**config.mk**
```make
export PLATFORM = sky130hd
export DESIGN_NAME = vga_timing_gen
export DESIGN_NICKNAME = d
export VERILOG_FILES = /design/src/rtl/vga_timing_gen.sv
export SDC_FILE = /design/constraint.sdc
export NUM_CORES = 1
export LEC_CHECK = 0
export CORE_MARGIN = 2
export CORE_UTILIZATION = 55
export CTS_CLUSTER_SIZE = 14
export DETAILED_ROUTE_END_ITERATION = 6
export PLACE_DENSITY = 0.79
export SKIP_CTS_REPAIR_TIMING = 1
export SLEW_MARGIN = 10
export SYNTH_ARGS = -nofsm -noshare
export SYNTH_HDL_FRONTEND = slang
export SYNTH_SLANG_ARGS = --single-unit
export TNS_END_PERCENT = 100
```
**constraint.sdc**
```tcl
create_clock -name clk -period 6.6 [get_ports clk]
set_clock_uncertainty 0.15 [all_clocks]
set_input_delay 1.32 -clock clk [delete_from_list [all_inputs] [get_ports clk]]
set_output_delay 1.32 -clock clk [all_outputs]
set_load 0.005 [all_outputs]
```
**src/rtl/vga_timing_gen.sv**
```systemverilog
// Raster timing generator: divides the system clock down to a pixel strobe,
// walks the (px_X, px_Y) raster and produces sync, blanking and line/frame
// strobes. Sync and video_on are registered from the next coordinates, so
// they change on the same edge as the coordinates themselves.
//
// Handshake: none. en is a level that runs (1) or freezes (0) the raster.
// pix_tick, eol and eof are single-clock strobes, valid only while en=1.
module vga_timing_gen #(
    parameter int HD      = 640,
    parameter int HF      = 16,
    parameter int HR      = 96,
    parameter int HB      = 48,
    parameter int VD      = 480,
    parameter int VF      = 10,
    parameter int VR      = 2,
    parameter int VB      = 33,
    parameter bit H_POL   = 1'b0,
    parameter bit V_POL   = 1'b0,
    parameter int CLK_DIV = 2,
    parameter int CW      = 10
) (
    input  logic          clk,
    input  logic          rst,
    input  logic          en,
    output logic          pix_tick,
    output logic [CW-1:0] px_X,
    output logic [CW-1:0] px_Y,
    output logic          hsync,
    output logic          vsync,
    output logic          video_on,
    output logic          eol,
    output logic          eof
);

    localparam int H_TOTAL = HD + HF + HR + HB;
    localparam int V_TOTAL = VD + VF + VR + VB;
    // A one-bit divider is kept even for CLK_DIV=1; it then simply stays 0.
    localparam int DW      = (CLK_DIV > 1) ? $clog2(CLK_DIV) : 1;

    localparam logic [DW-1:0] DIV_LAST = DW'(CLK_DIV - 1);
    localparam logic [CW-1:0] X_LAST   = CW'(H_TOTAL - 1);
    localparam logic [CW-1:0] Y_LAST   = CW'(V_TOTAL - 1);
    localparam logic [CW-1:0] X_DISP   = CW'(HD);
    localparam logic [CW-1:0] Y_DISP   = CW'(VD);
    localparam logic [CW-1:0] HS_FIRST = CW'(HD + HF);
    localparam logic [CW-1:0] HS_LAST  = CW'(HD + HF + HR - 1);
    localparam logic [CW-1:0] VS_FIRST = CW'(VD + VF);
    localparam logic [CW-1:0] VS_LAST  = CW'(VD + VF + VR - 1);

    logic [DW-1:0] div;
    logic          x_last;
    logic          y_last;
    logic [CW-1:0] x_next;
    logic [CW-1:0] y_next;
    logic          hs_zone;
    logic          vs_zone;
    logic          disp_zone;

    // Clock divider: counts enabled clocks, cleared whenever the raster is held.
    always_ff @(posedge clk or posedge rst) begin
        if (rst) begin
            div <= '0;
        end else if (!en) begin
            div <= '0;
        end else if (div == DIV_LAST) begin
            div <= '0;
        end else begin
            div <= div + DW'(1);
        end
    end

    // The strobe is suppressed while reset is held so reset outputs are quiet
    // even when CLK_DIV=1 makes the divider condition permanently true.
    assign pix_tick = en & ~rst & (div == DIV_LAST);

    assign x_last = (px_X == X_LAST);
    assign y_last = (px_Y == Y_LAST);
    assign eol    = pix_tick & x_last;
    assign eof    = eol & y_last;

    // Next raster position and the zone flags derived from it.
    always_comb begin
        x_next    = px_X;
        y_next    = px_Y;
        if (x_last) begin
            x_next = '0;
            y_next = y_last ? '0 : px_Y + CW'(1);
        end else begin
            x_next = px_X + CW'(1);
        end
        hs_zone   = (x_next >= HS_FIRST) && (x_next <= HS_LAST);
        vs_zone   = (y_next >= VS_FIRST) && (y_next <= VS_LAST);
        disp_zone = (x_next < X_DISP) && (y_next < Y_DISP);
    end

    // Coordinates and sync/blank registers advance together on each pixel strobe.
    always_ff @(posedge clk or posedge rst) begin
        if (rst) begin
            px_X     <= '0;
            px_Y     <= '0;
            hsync    <= ~H_POL;
            vsync    <= ~V_POL;
            video_on <= 1'b1;
        end else if (pix_tick) begin
            px_X     <= x_next;
            px_Y     <= y_next;
            hsync    <= hs_zone ? H_POL : ~H_POL;
            vsync    <= vs_zone ? V_POL : ~V_POL;
            video_on <= disp_zone;
        end
    end

endmodule

```
==> results.py, run 1 <==
metrics = {
    "run": {
        "cap_violations": 0,
    },
    "outcome": {
        "status": "finished clean",
    },
    "setup_path": {
        "start_kind": "primary input",
        "critPathTopFamily": "buffers and inverters",
        "reg2reg_to": "video_on$_DFFE_PP1P_",
        "timing.critical_path.arrival_ns": 3.95,
        "cp_max_fo": 25,
        "worstPathCellList": "clkdlybuf4s50_1 > inv_1 > buf_4 > nand3_1 > inv_1 > nand2_1 > inv_2 > clkdlybuf4s50_1",
        "end_kind": "output port",
        "critPathKind": "in2out",
        "cp-endpoint": "eol",
        "r2r_cells": 7,
        "critical_path_buf_inv_count": 6,
        "slowest_stage": "clkdlybuf4s50_1",
        "worst_ep_required_time_ns": 5.13,
        "reg2reg_from": "px_X[0]$_DFFE_PP0P_",
        "crit_cells": 8,
        "rrSetupSlack_ns": 3.91,
        "max_stage_delay_ns": 0.52,
        "crit_path_start": "rst",
    },
    "global_routing": {
        "grt_pass1_wl_um": 6741,
        "grt_max_degree": 26,
        "antenna_found_initial": 0,
        "grt_pass1_vias": 1499,
        "overflow": 0,
        "grt_use_total": 0.2539,
    },
    "detailed_routing": {
        "drt-initial-drc-count": 99,
        "via_count": 1510,
        "vias_per_cell": 6.266,
        "drt_pass1_iterations": 4,
        "wl_per_cell_um": 15.65,
        "drc": 0,
        "ant_nets": 0,
        "drt-total-wl_um": 3772,
    },
    "final_layout": {
        "final-seq-area_um2": 604.3,
        "final_cell_mix": "28 x clkdlybuf4s50_1, 24 x nand2_1, 21 x dfrtp_1, 15 x o21ai_0, 13 x nand3_1",
        "antenna-diode-count": 0,
        "drive_above_1_share": 0.08095,
        "area_growth_pct": 18.36,
        "final_common_cell": "clkdlybuf4s50_1",
        "nNetsFinal": 218,
        "multiInputGateArea_um2": 918.4,
        "fill_cells": 228,
    },
    "hold_path": {
        "hold_class": "reg2reg",
        "whs_path_depth": 1,
    },
    "logic_synthesis": {
        "yosysWarningCount": 0,
        "ys.flop_type": "dfrtp_1",
        "syn_nets": 197,
        "yosysSeqAreaShare": 0.3727,
        "syn_area_um2": 1622,
        "synth_edf_count": 0,
        "avgSynthCellArea_um2": 8.535,
        "ys_seq_elements": 24,
        "synth_cell_type_count": 49,
        "async_reset_ff_frac": 1.000,
        "postSynthCellCount": 190,
    },
    "timing": {
        "tightestPinTransition_ns": 0.6813,
        "max_freq_mhz": 184.4,
        "rsz0062_at_grt": "no",
        "drv_slew": 0,
        "period_share": 0.8219,
        "slew_headroom": 0.5423,
        "post-route-min-period_ns": 5.424,
        "hold_ws_ns": 0.2853,
        "setup_tns_ns": 0,
        "finalHoldViolCount": 0,
        "setup_violations": 0,
    },
    "cts": {
        "clkTransAtPathRegs_ns": 0.14,
        "clkSinkCount": 24,
        "h-tree-depth": 1,
        "cts_tree": "built",
        "clockBufferDepth": 2,
        "numCtsBuffers": 3,
        "clk_latency_ns": 0.32,
        "cts_root_buf": "clkbuf_4",
    },
    "place": {
        "routabilityCongestion": 0.8263,
        "dp_hpwl_um": 2691,
        "io_buffers": 28,
    },
    "power_and_ir_drop": {
        "vdd.ir_drop.worst_v": 0.0001636,
        "p_leak_nw": 0.7642,
        "powerDensity_nw_per_um2": 160.1,
    },
    "floorplanning": {
        "initial_core_util": 0.5830,
        "die-area_um2": 3399,
        "ios": 29,
        "die_w_um": 58.30,
        "core_um2": 2781,
        "rows": 19,
        "die-height_um": 58.30,
    },
}
power breakdown:
part,switching [W],total [W],internal [W]
registers,0.0000178,0.000177,0.000159
clock network,0.0000474,0.0000812,0.0000338
logic,0.0000203,0.0000491,0.0000288
total,0.0000855,0.000307,0.000222
metal layers:
metal / vias up / routed length, um / part of all wire / GRT usage
li1: 731 / - / - / -
met1: 714 / 1774 / 0.47 / 0.3730
met2: 59 / 1704 / 0.45 / 0.3852
met3: 6 / 246 / 0.065 / 0.02857
met4: 0 / 46 / 0.012 / 0.09967
met5: - / 0 / 0 / 0
state kept, by name, summed over array words and instances (netlist names):
signal	flops
div	1
hsync	1
video_on	1
px_X	10
px_Y	10
vsync	1
layout make-up:
cell class                 count  share of cell area
timing repair buffer          29              0.1499
tap                           31             0.02021
sequential                    24              0.3149
clock buffer                   4             0.01890
inverter                       9             0.01760
multi-input combinational    144              0.4785
cell families (layout without fill, tap and decap cells):
family	after synthesis	after routing	synth area share
flip-flops	24	24	0.3727
buffers and inverters	22	42	0.06095
AND/OR/NAND/NOR	80	80	0.2662
multiplexers	1	1	0.006173
adder cells (fa/ha/maj)	4	4	0.03087
XOR/XNOR	13	13	0.07022
AO/OA/AOI/OAI	46	46	0.1929
Yosys cell counts (2+ instances only):
cell | instances | share of area
nand2_1 | 24 | 0.056
dfrtp_1 | 21 | 0.32
o21ai_0 | 15 | 0.046
nand3_1 | 13 | 0.040
xnor2_1 | 11 | 0.059
nor2_1 | 10 | 0.023
inv_1 | 8 | 0.019
buf_2 | 7 | 0.022
nand4_1 | 6 | 0.023
a31oi_1 | 5 | 0.019
o31ai_1 | 5 | 0.023
and3_1 | 4 | 0.015
clkbuf_1 | 4 | 0.0093
ha_1 | 4 | 0.031
nor3_1 | 4 | 0.012
a21oi_1 | 3 | 0.0093
dfstp_2 | 3 | 0.049
nor2b_1 | 3 | 0.012
or2_2 | 3 | 0.012
a211o_1 | 2 | 0.011
a211oi_1 | 2 | 0.0093
a41oi_1 | 2 | 0.011
and4b_1 | 2 | 0.012
buf_4 | 2 | 0.0093
nand2b_1 | 2 | 0.0077
xor2_1 | 2 | 0.011
how the worst min path moves through the flow:
stage,slack (ns),from,endpoint
floorplan,0.25,div$_DFF_PP0_,div$_DFF_PP0_
global placement,0.26,div$_DFF_PP0_,div$_DFF_PP0_
detailed placement,0.27,div$_DFF_PP0_,div$_DFF_PP0_
CTS,0.29,div$_DFF_PP0_,div$_DFF_PP0_
global route,0.31,div$_DFF_PP0_,div$_DFF_PP0_
finish,0.29,div$_DFF_PP0_,div$_DFF_PP0_
per-stage QoR:
| stage | total power, W | worst slack (ns) | instances | utilization | instance area (um^2) |
|---|---|---|---|---|---|
| 2_1_floorplan | 0.0001967 | 2.581 | 190 | - | 1622 |
| 3_3_place_gp | 0.0002262 | 1.280 | 237 | 0.6770 | 1883 |
| 3_5_place_dp | 0.0002285 | 1.153 | 237 | 0.6770 | 1883 |
| 4_1_cts | 0.0003094 | 1.161 | 241 | 0.6901 | 1919 |
| 5_1_grt | 0.0003239 | 0.8656 | 241 | 0.6901 | 1919 |
| 6_report | 0.0003073 | 1.176 | 241 | 0.6901 | 1919 |
Note: power is estimated with default switching activity, not from simulation.
==> run 2, diff against run 1 <==
--- a/config.mk
+++ b/config.mk
@@ -6,10 +6,10 @@
 export NUM_CORES = 1
 export LEC_CHECK = 0
 export CORE_MARGIN = 2
-export CORE_UTILIZATION = 55
+export CORE_UTILIZATION = 47
 export CTS_CLUSTER_SIZE = 14
 export DETAILED_ROUTE_END_ITERATION = 6
-export PLACE_DENSITY = 0.79
+export PLACE_DENSITY = 0.71
 export SKIP_CTS_REPAIR_TIMING = 1
 export SLEW_MARGIN = 10
 export SYNTH_ARGS = -nofsm -noshare
==> constraint.sdc (replaced) <==
create_clock -name clk -period 4.7 [get_ports clk]
set_clock_uncertainty 0.15 [all_clocks]
set_input_delay 0.94 -clock clk [delete_from_list [all_inputs] [get_ports clk]]
set_output_delay 0.94 -clock clk [all_outputs]
set_load 0.005 [all_outputs]
==> results.py, run 2 (synthesis results as in run 1) <==
metrics = {
    "outcome": {
        "status": "finished clean",
    },
    "power_and_ir_drop": {
        "vdd.ir_drop.worst_v": 0.0001733,
        "total_power_w": 0.0004710,
        "internal_power_w": 0.0003504,
        "p_clk_frac": 0.327,
        "swShare": 0.2562,
        "p_sw_w": 0.0001207,
        "combPwrFrac": 0.146,
        "powerDensity_nw_per_um2": 239.2,
        "p_leak_nw": 0.7808,
        "seqPwrFrac": 0.527,
    },
    "detailed_routing": {
        "ant_nets": 0,
        "m1WireLength_um": 1702,
        "highest_layer": "met4",
        "drt_pass1_iterations": 4,
        "wl_per_cell_um": 13.74,
        "drt-initial-drc-count": 111,
        "vias_per_cell": 5.783,
        "drt-total-wl_um": 3544,
        "wl_met2_um": 1696,
        "via_count": 1492,
        "wl_met3_um": 125,
        "drc": 0,
    },
    "setup_path": {
        "r2r_cells": 7,
        "critPathKind": "in2out",
        "timing.critical_path.arrival_ns": 2.79,
        "cp_max_fo": 14,
        "slowest_stage": "clkdlybuf4s50_1",
        "max_stage_delay_ns": 0.51,
        "start_kind": "primary input",
        "worstPathCellList": "clkdlybuf4s50_1 > nand3_1 > buf_4 > inv_1 > buf_4 > nand2_1 > inv_2 > clkdlybuf4s50_1",
        "end_kind": "output port",
        "worst_ep_required_time_ns": 3.61,
    },
    "final_layout": {
        "fill_cells": 316,
        "antenna-diode-count": 0,
        "area_growth_pct": 21.45,
        "top_regs": "px_X: 10 flops, px_Y: 10 flops",
        "post-route-util": 0.5902,
        "final_cell_mix": "28 x clkdlybuf4s50_1, 24 x nand2_1, 21 x dfrtp_1, 15 x o21ai_0, 13 x nand3_1",
        "drive_above_1_share": 0.08962,
        "final_common_cell": "clkdlybuf4s50_1",
        "nNetsFinal": 220,
    },
    "global_routing": {
        "overflow": 0,
        "grt_max_degree": 25,
        "grt_pass1_vias": 1341,
        "grt_pass1_wl_um": 6127,
        "grt_use_total": 0.1918,
        "antenna_found_initial": 0,
    },
    "timing": {
        "max_freq_mhz": 257.4,
        "drv_slew": 0,
        "finalHoldViolCount": 0,
        "rsz0062_at_grt": "no",
        "worst_slack_ns": 0.8154,
        "post-route-min-period_ns": 3.885,
        "slew_headroom": 0.5752,
        "setup_tns_ns": 0,
        "hold_ws_ns": 0.2954,
        "tightestPinTransition_ns": 0.6323,
        "period_share": 0.8265,
        "setup_violations": 0,
    },
    "cts": {
        "h-tree-depth": 1,
        "clkTransAtPathRegs_ns": 0.15,
        "cts_root_buf": "clkbuf_4",
        "clockBufferDepth": 2,
        "numCtsBuffers": 3,
        "clkSinkCount": 24,
        "clk_latency_ns": 0.33,
        "cts_tree": "built",
    },
    "floorplanning": {
        "rows": 21,
        "die-height_um": 62.74,
        "die_w_um": 62.74,
        "initial_core_util": 0.4859,
        "die-area_um2": 3936,
        "core_um2": 3337,
        "ios": 29,
    },
    "place": {
        "dp_slack_ns": 0.8228,
        "io_buffers": 28,
        "dp_hpwl_um": 2603,
        "routabilityCongestion": 0.9095,
    },
    "hold_path": {
        "whs_path_depth": 1,
        "hold_class": "reg2reg",
    },
    "run": {
        "cap_violations": 0,
    },
}
==> run 2: cell types whose count changed in the layout (fill, tap and decap cells not counted) <==
| cell | change |
|---|---|
| clkbuf_8 | -1 |
| bufinv_16 | +1 |
| buf_4 | +2 |
==> run 2: power groups by stage <==
stage                     clock, W  combinational [W]  sequential [W]
final                     0.000154          0.0000689        0.000248
after global routing      0.000170          0.0000771        0.000252
after CTS                 0.000158          0.0000701        0.000248
after detailed placement         0          0.0000692        0.000252
after global placement           0          0.0000685        0.000251
after floorplan                  0          0.0000279        0.000248
==> run 2: path summary, 6_finish.rpt <==
| kind | start | slack (ns) | end |
|---|---|---|---|
| max | en | 0.82 | eol |
| min | div$_DFF_PP0_ | 0.30 | div$_DFF_PP0_ |
| max reg2reg | px_X[0]$_DFFE_PP0P_ | 2.08 | video_on$_DFFE_PP1P_ |
| min reg2reg | div$_DFF_PP0_ | 0.30 | div$_DFF_PP0_ |
| max in group asynchronous | rst | 3.28 | video_on$_DFFE_PP1P_ |
| min in group asynchronous | rst | 0.81 | px_Y[1]$_DFFE_PP0P_ |
==> run 2: layout make-up <==
class / instances / area, um^2 / share of cell area
Multi-Input combinational cell: 144 / 918.4 / 0.4663
Clock buffer: 3 / 22.52 / 0.01144
Tap cell: 46 / 57.56 / 0.02922
Clock inverter: 1 / 30.03 / 0.01525
Sequential cell: 24 / 604.3 / 0.3069
Timing Repair Buffer: 31 / 302.8 / 0.1537
Inverter: 9 / 33.78 / 0.01715
==> run 2: through the flow <==
step / area [um^2] / instances
final: 1969 / 258
after global routing: 1969 / 258
after CTS: 1969 / 258
after detailed placement: 1917 / 254
after global placement: 1917 / 254
after floorplan: 1622 / 190
==> run 2: critical path, delay by kind of cell <==
kind / cells / cell delay, ns
simple gates: 2 / 0.28
buf+inv: 6 / 1.56
==> run 2: layer usage <==
layer	vias up	global-route usage
li1	731	-
met1	726	0.2598
met2	33	0.3172
met3	2	0.02342
met4	0	0.06667
met5	-	0
==> run 3, diff against run 2 <==
--- a/config.mk
+++ b/config.mk
@@ -6,10 +6,10 @@
 export NUM_CORES = 1
 export LEC_CHECK = 0
 export CORE_MARGIN = 2
-export CORE_UTILIZATION = 47
+export CORE_UTILIZATION = 52
 export CTS_CLUSTER_SIZE = 14
 export DETAILED_ROUTE_END_ITERATION = 6
-export PLACE_DENSITY = 0.71
+export PLACE_DENSITY = 0.75
 export SKIP_CTS_REPAIR_TIMING = 1
 export SLEW_MARGIN = 10
 export SYNTH_ARGS = -nofsm -noshare
==> constraint.sdc (replaced) <==
create_clock -name clk -period 3.65 [get_ports clk]
set_clock_uncertainty 0.15 [all_clocks]
set_input_delay 0.73 -clock clk [delete_from_list [all_inputs] [get_ports clk]]
set_output_delay 0.73 -clock clk [all_outputs]
set_load 0.005 [all_outputs]
==> results.py, run 3 (synthesis results as in run 1) <==
metrics = {
    "outcome": {
        "status": "finished clean",
    },
    "power_and_ir_drop": {
        "swShare": 0.2707,
        "internal_power_w": 0.0004010,
        "p_clk_frac": 0.261,
        "powerDensity_nw_per_um2": 283.5,
        "p_leak_nw": 0.7733,
        "total_power_w": 0.0005499,
        "p_sw_w": 0.0001489,
        "vdd.ir_drop.worst_v": 0.0001892,
        "seqPwrFrac": 0.580,
        "combPwrFrac": 0.159,
    },
    "hold_path": {
        "hold_class": "reg2reg",
    },
    "cts": {
        "clkSinkCount": 24,
        "clkTransAtPathRegs_ns": 0.14,
        "clk_latency_ns": 0.32,
        "cts_root_buf": "clkbuf_4",
        "cts_tree": "built",
        "numCtsBuffers": 3,
        "h-tree-depth": 1,
        "clockBufferDepth": 2,
    },
    "global_routing": {
        "grt_pass1_wl_um": 6472,
        "use_met2": 0.3494,
        "grt_max_degree": 25,
        "grt-busiest-layer": "met1",
        "met1_usage": 0.3541,
        "grt_use_total": 0.2355,
        "use_met3": 0.02597,
        "antenna_found_initial": 0,
        "grt_pass1_vias": 1392,
        "overflow": 0,
    },
    "detailed_routing": {
        "via_count": 1533,
        "vias_per_cell": 6.257,
        "drc": 0,
        "drt_pass1_iterations": 4,
        "ant_nets": 0,
        "wl_per_cell_um": 15.53,
        "drt-total-wl_um": 3804,
        "drt-initial-drc-count": 96,
    },
    "final_layout": {
        "final_cell_mix": "28 x clkdlybuf4s50_1, 24 x nand2_1, 21 x dfrtp_1, 15 x o21ai_0, 13 x nand3_1",
        "drive_above_1_share": 0.09906,
        "antenna-diode-count": 0,
        "top_regs": "px_X: 10 flops, px_Y: 10 flops",
        "area_growth_pct": 19.60,
        "nNetsFinal": 220,
        "fill_cells": 265,
        "stdcell_area_um2": 1939,
        "final_common_cell": "clkdlybuf4s50_1",
        "fin_cells": 245,
    },
    "run": {
        "cap_violations": 0,
    },
    "timing": {
        "finalHoldViolCount": 0,
        "setup_violations": 0,
        "slew_headroom": 0.5287,
        "max_freq_mhz": 288.6,
        "drv_slew": 0,
        "rsz0062_at_grt": "no",
        "post-route-min-period_ns": 3.465,
        "period_share": 0.9493,
        "setup_tns_ns": 0,
        "worst_slack_ns": 0.1851,
        "tightestPinTransition_ns": 0.7016,
    },
    "setup_path": {
        "timing.critical_path.arrival_ns": 2.58,
        "worst_ep_required_time_ns": 2.77,
        "critPathKind": "reg2out",
        "cp_max_fo": 9,
        "start_kind": "register",
        "end_kind": "output port",
    },
    "floorplanning": {
        "rows": 20,
        "die-area_um2": 3581,
        "core_um2": 3003,
        "ios": 29,
        "die-height_um": 59.84,
        "die_w_um": 59.84,
        "initial_core_util": 0.5400,
    },
    "place": {
        "io_buffers": 28,
        "routabilityCongestion": 0.9087,
        "place_area_um2": 1901,
        "dp_slack_ns": 0.4042,
        "post-place-cells": 241,
        "dp_hpwl_um": 2671,
    },
}
## run 3: cell count changes in the layout (fill, tap and decap cells not counted), sizes merged
cell,before,now
bufinv,1,0
clkbuf,3,4
## run 3: final timing paths
path / startpoint / endpoint / slack, ns / cells past startpoint
setup / recovery: px_X[0]$_DFFE_PP0P_ / eol / 0.19 / 6
hold / removal: div$_DFF_PP0_ / div$_DFF_PP0_ / 0.28 / 1
setup reg to reg: px_X[0]$_DFFE_PP0P_ / px_Y[8]$_DFFE_PP0P_ / 1.16 / 7
hold reg to reg: div$_DFF_PP0_ / div$_DFF_PP0_ / 0.28 / 1
max in group asynchronous: rst / hsync$_DFFE_PP1P_ / 2.43 / 3
min in group asynchronous: rst / px_Y[8]$_DFFE_PP0P_ / 0.62 / 3
## run 3: power groups by stage
stage	Combinational (W)	Sequential, W	Clock (W)
after floorplan	0.0000360	0.000320	0
after global placement	0.0000876	0.000320	0
after detailed placement	0.0000892	0.000324	0
after CTS	0.0000901	0.000319	0.000147
after global routing	0.000101	0.000324	0.000158
final	0.0000875	0.000319	0.000144
## run 3: cell type report
class,instances,area (um^2),share of cell area
clock buffer,4,36.28,0.01871
tap,33,41.29,0.02129
multi-input combinational,144,920.9,0.4748
inverter,9,33.78,0.01742
sequential,24,604.3,0.3116
timing repair buffer,31,302.8,0.1561
## run 3: layer usage
layer,vias up,wire length (um),share of wire
met3,7,169,0.044
li1,733,-,-
met1,741,1758,0.46
met2,52,1814,0.48
met5,-,0,0
met4,0,61,0.016
## run 3: worst max-delay path: stages, from the launching register on
cell             delay (ns)
dfrtp_1                0.46
ha_1                   0.24
and4_2                 0.35
and3_2                 0.32
nand2_1                0.21
inv_2                  0.17
clkdlybuf4s50_1        0.52
## run 3: stage by stage
stage | hold WS, ns | utilization
after floorplan | 0.2531 | -
after global placement | 0.2688 | 0.6329
after detailed placement | 0.2676 | 0.6329
after CTS | 0.2856 | 0.6450
after global routing | 0.2956 | 0.6458
final | 0.2846 | 0.6458
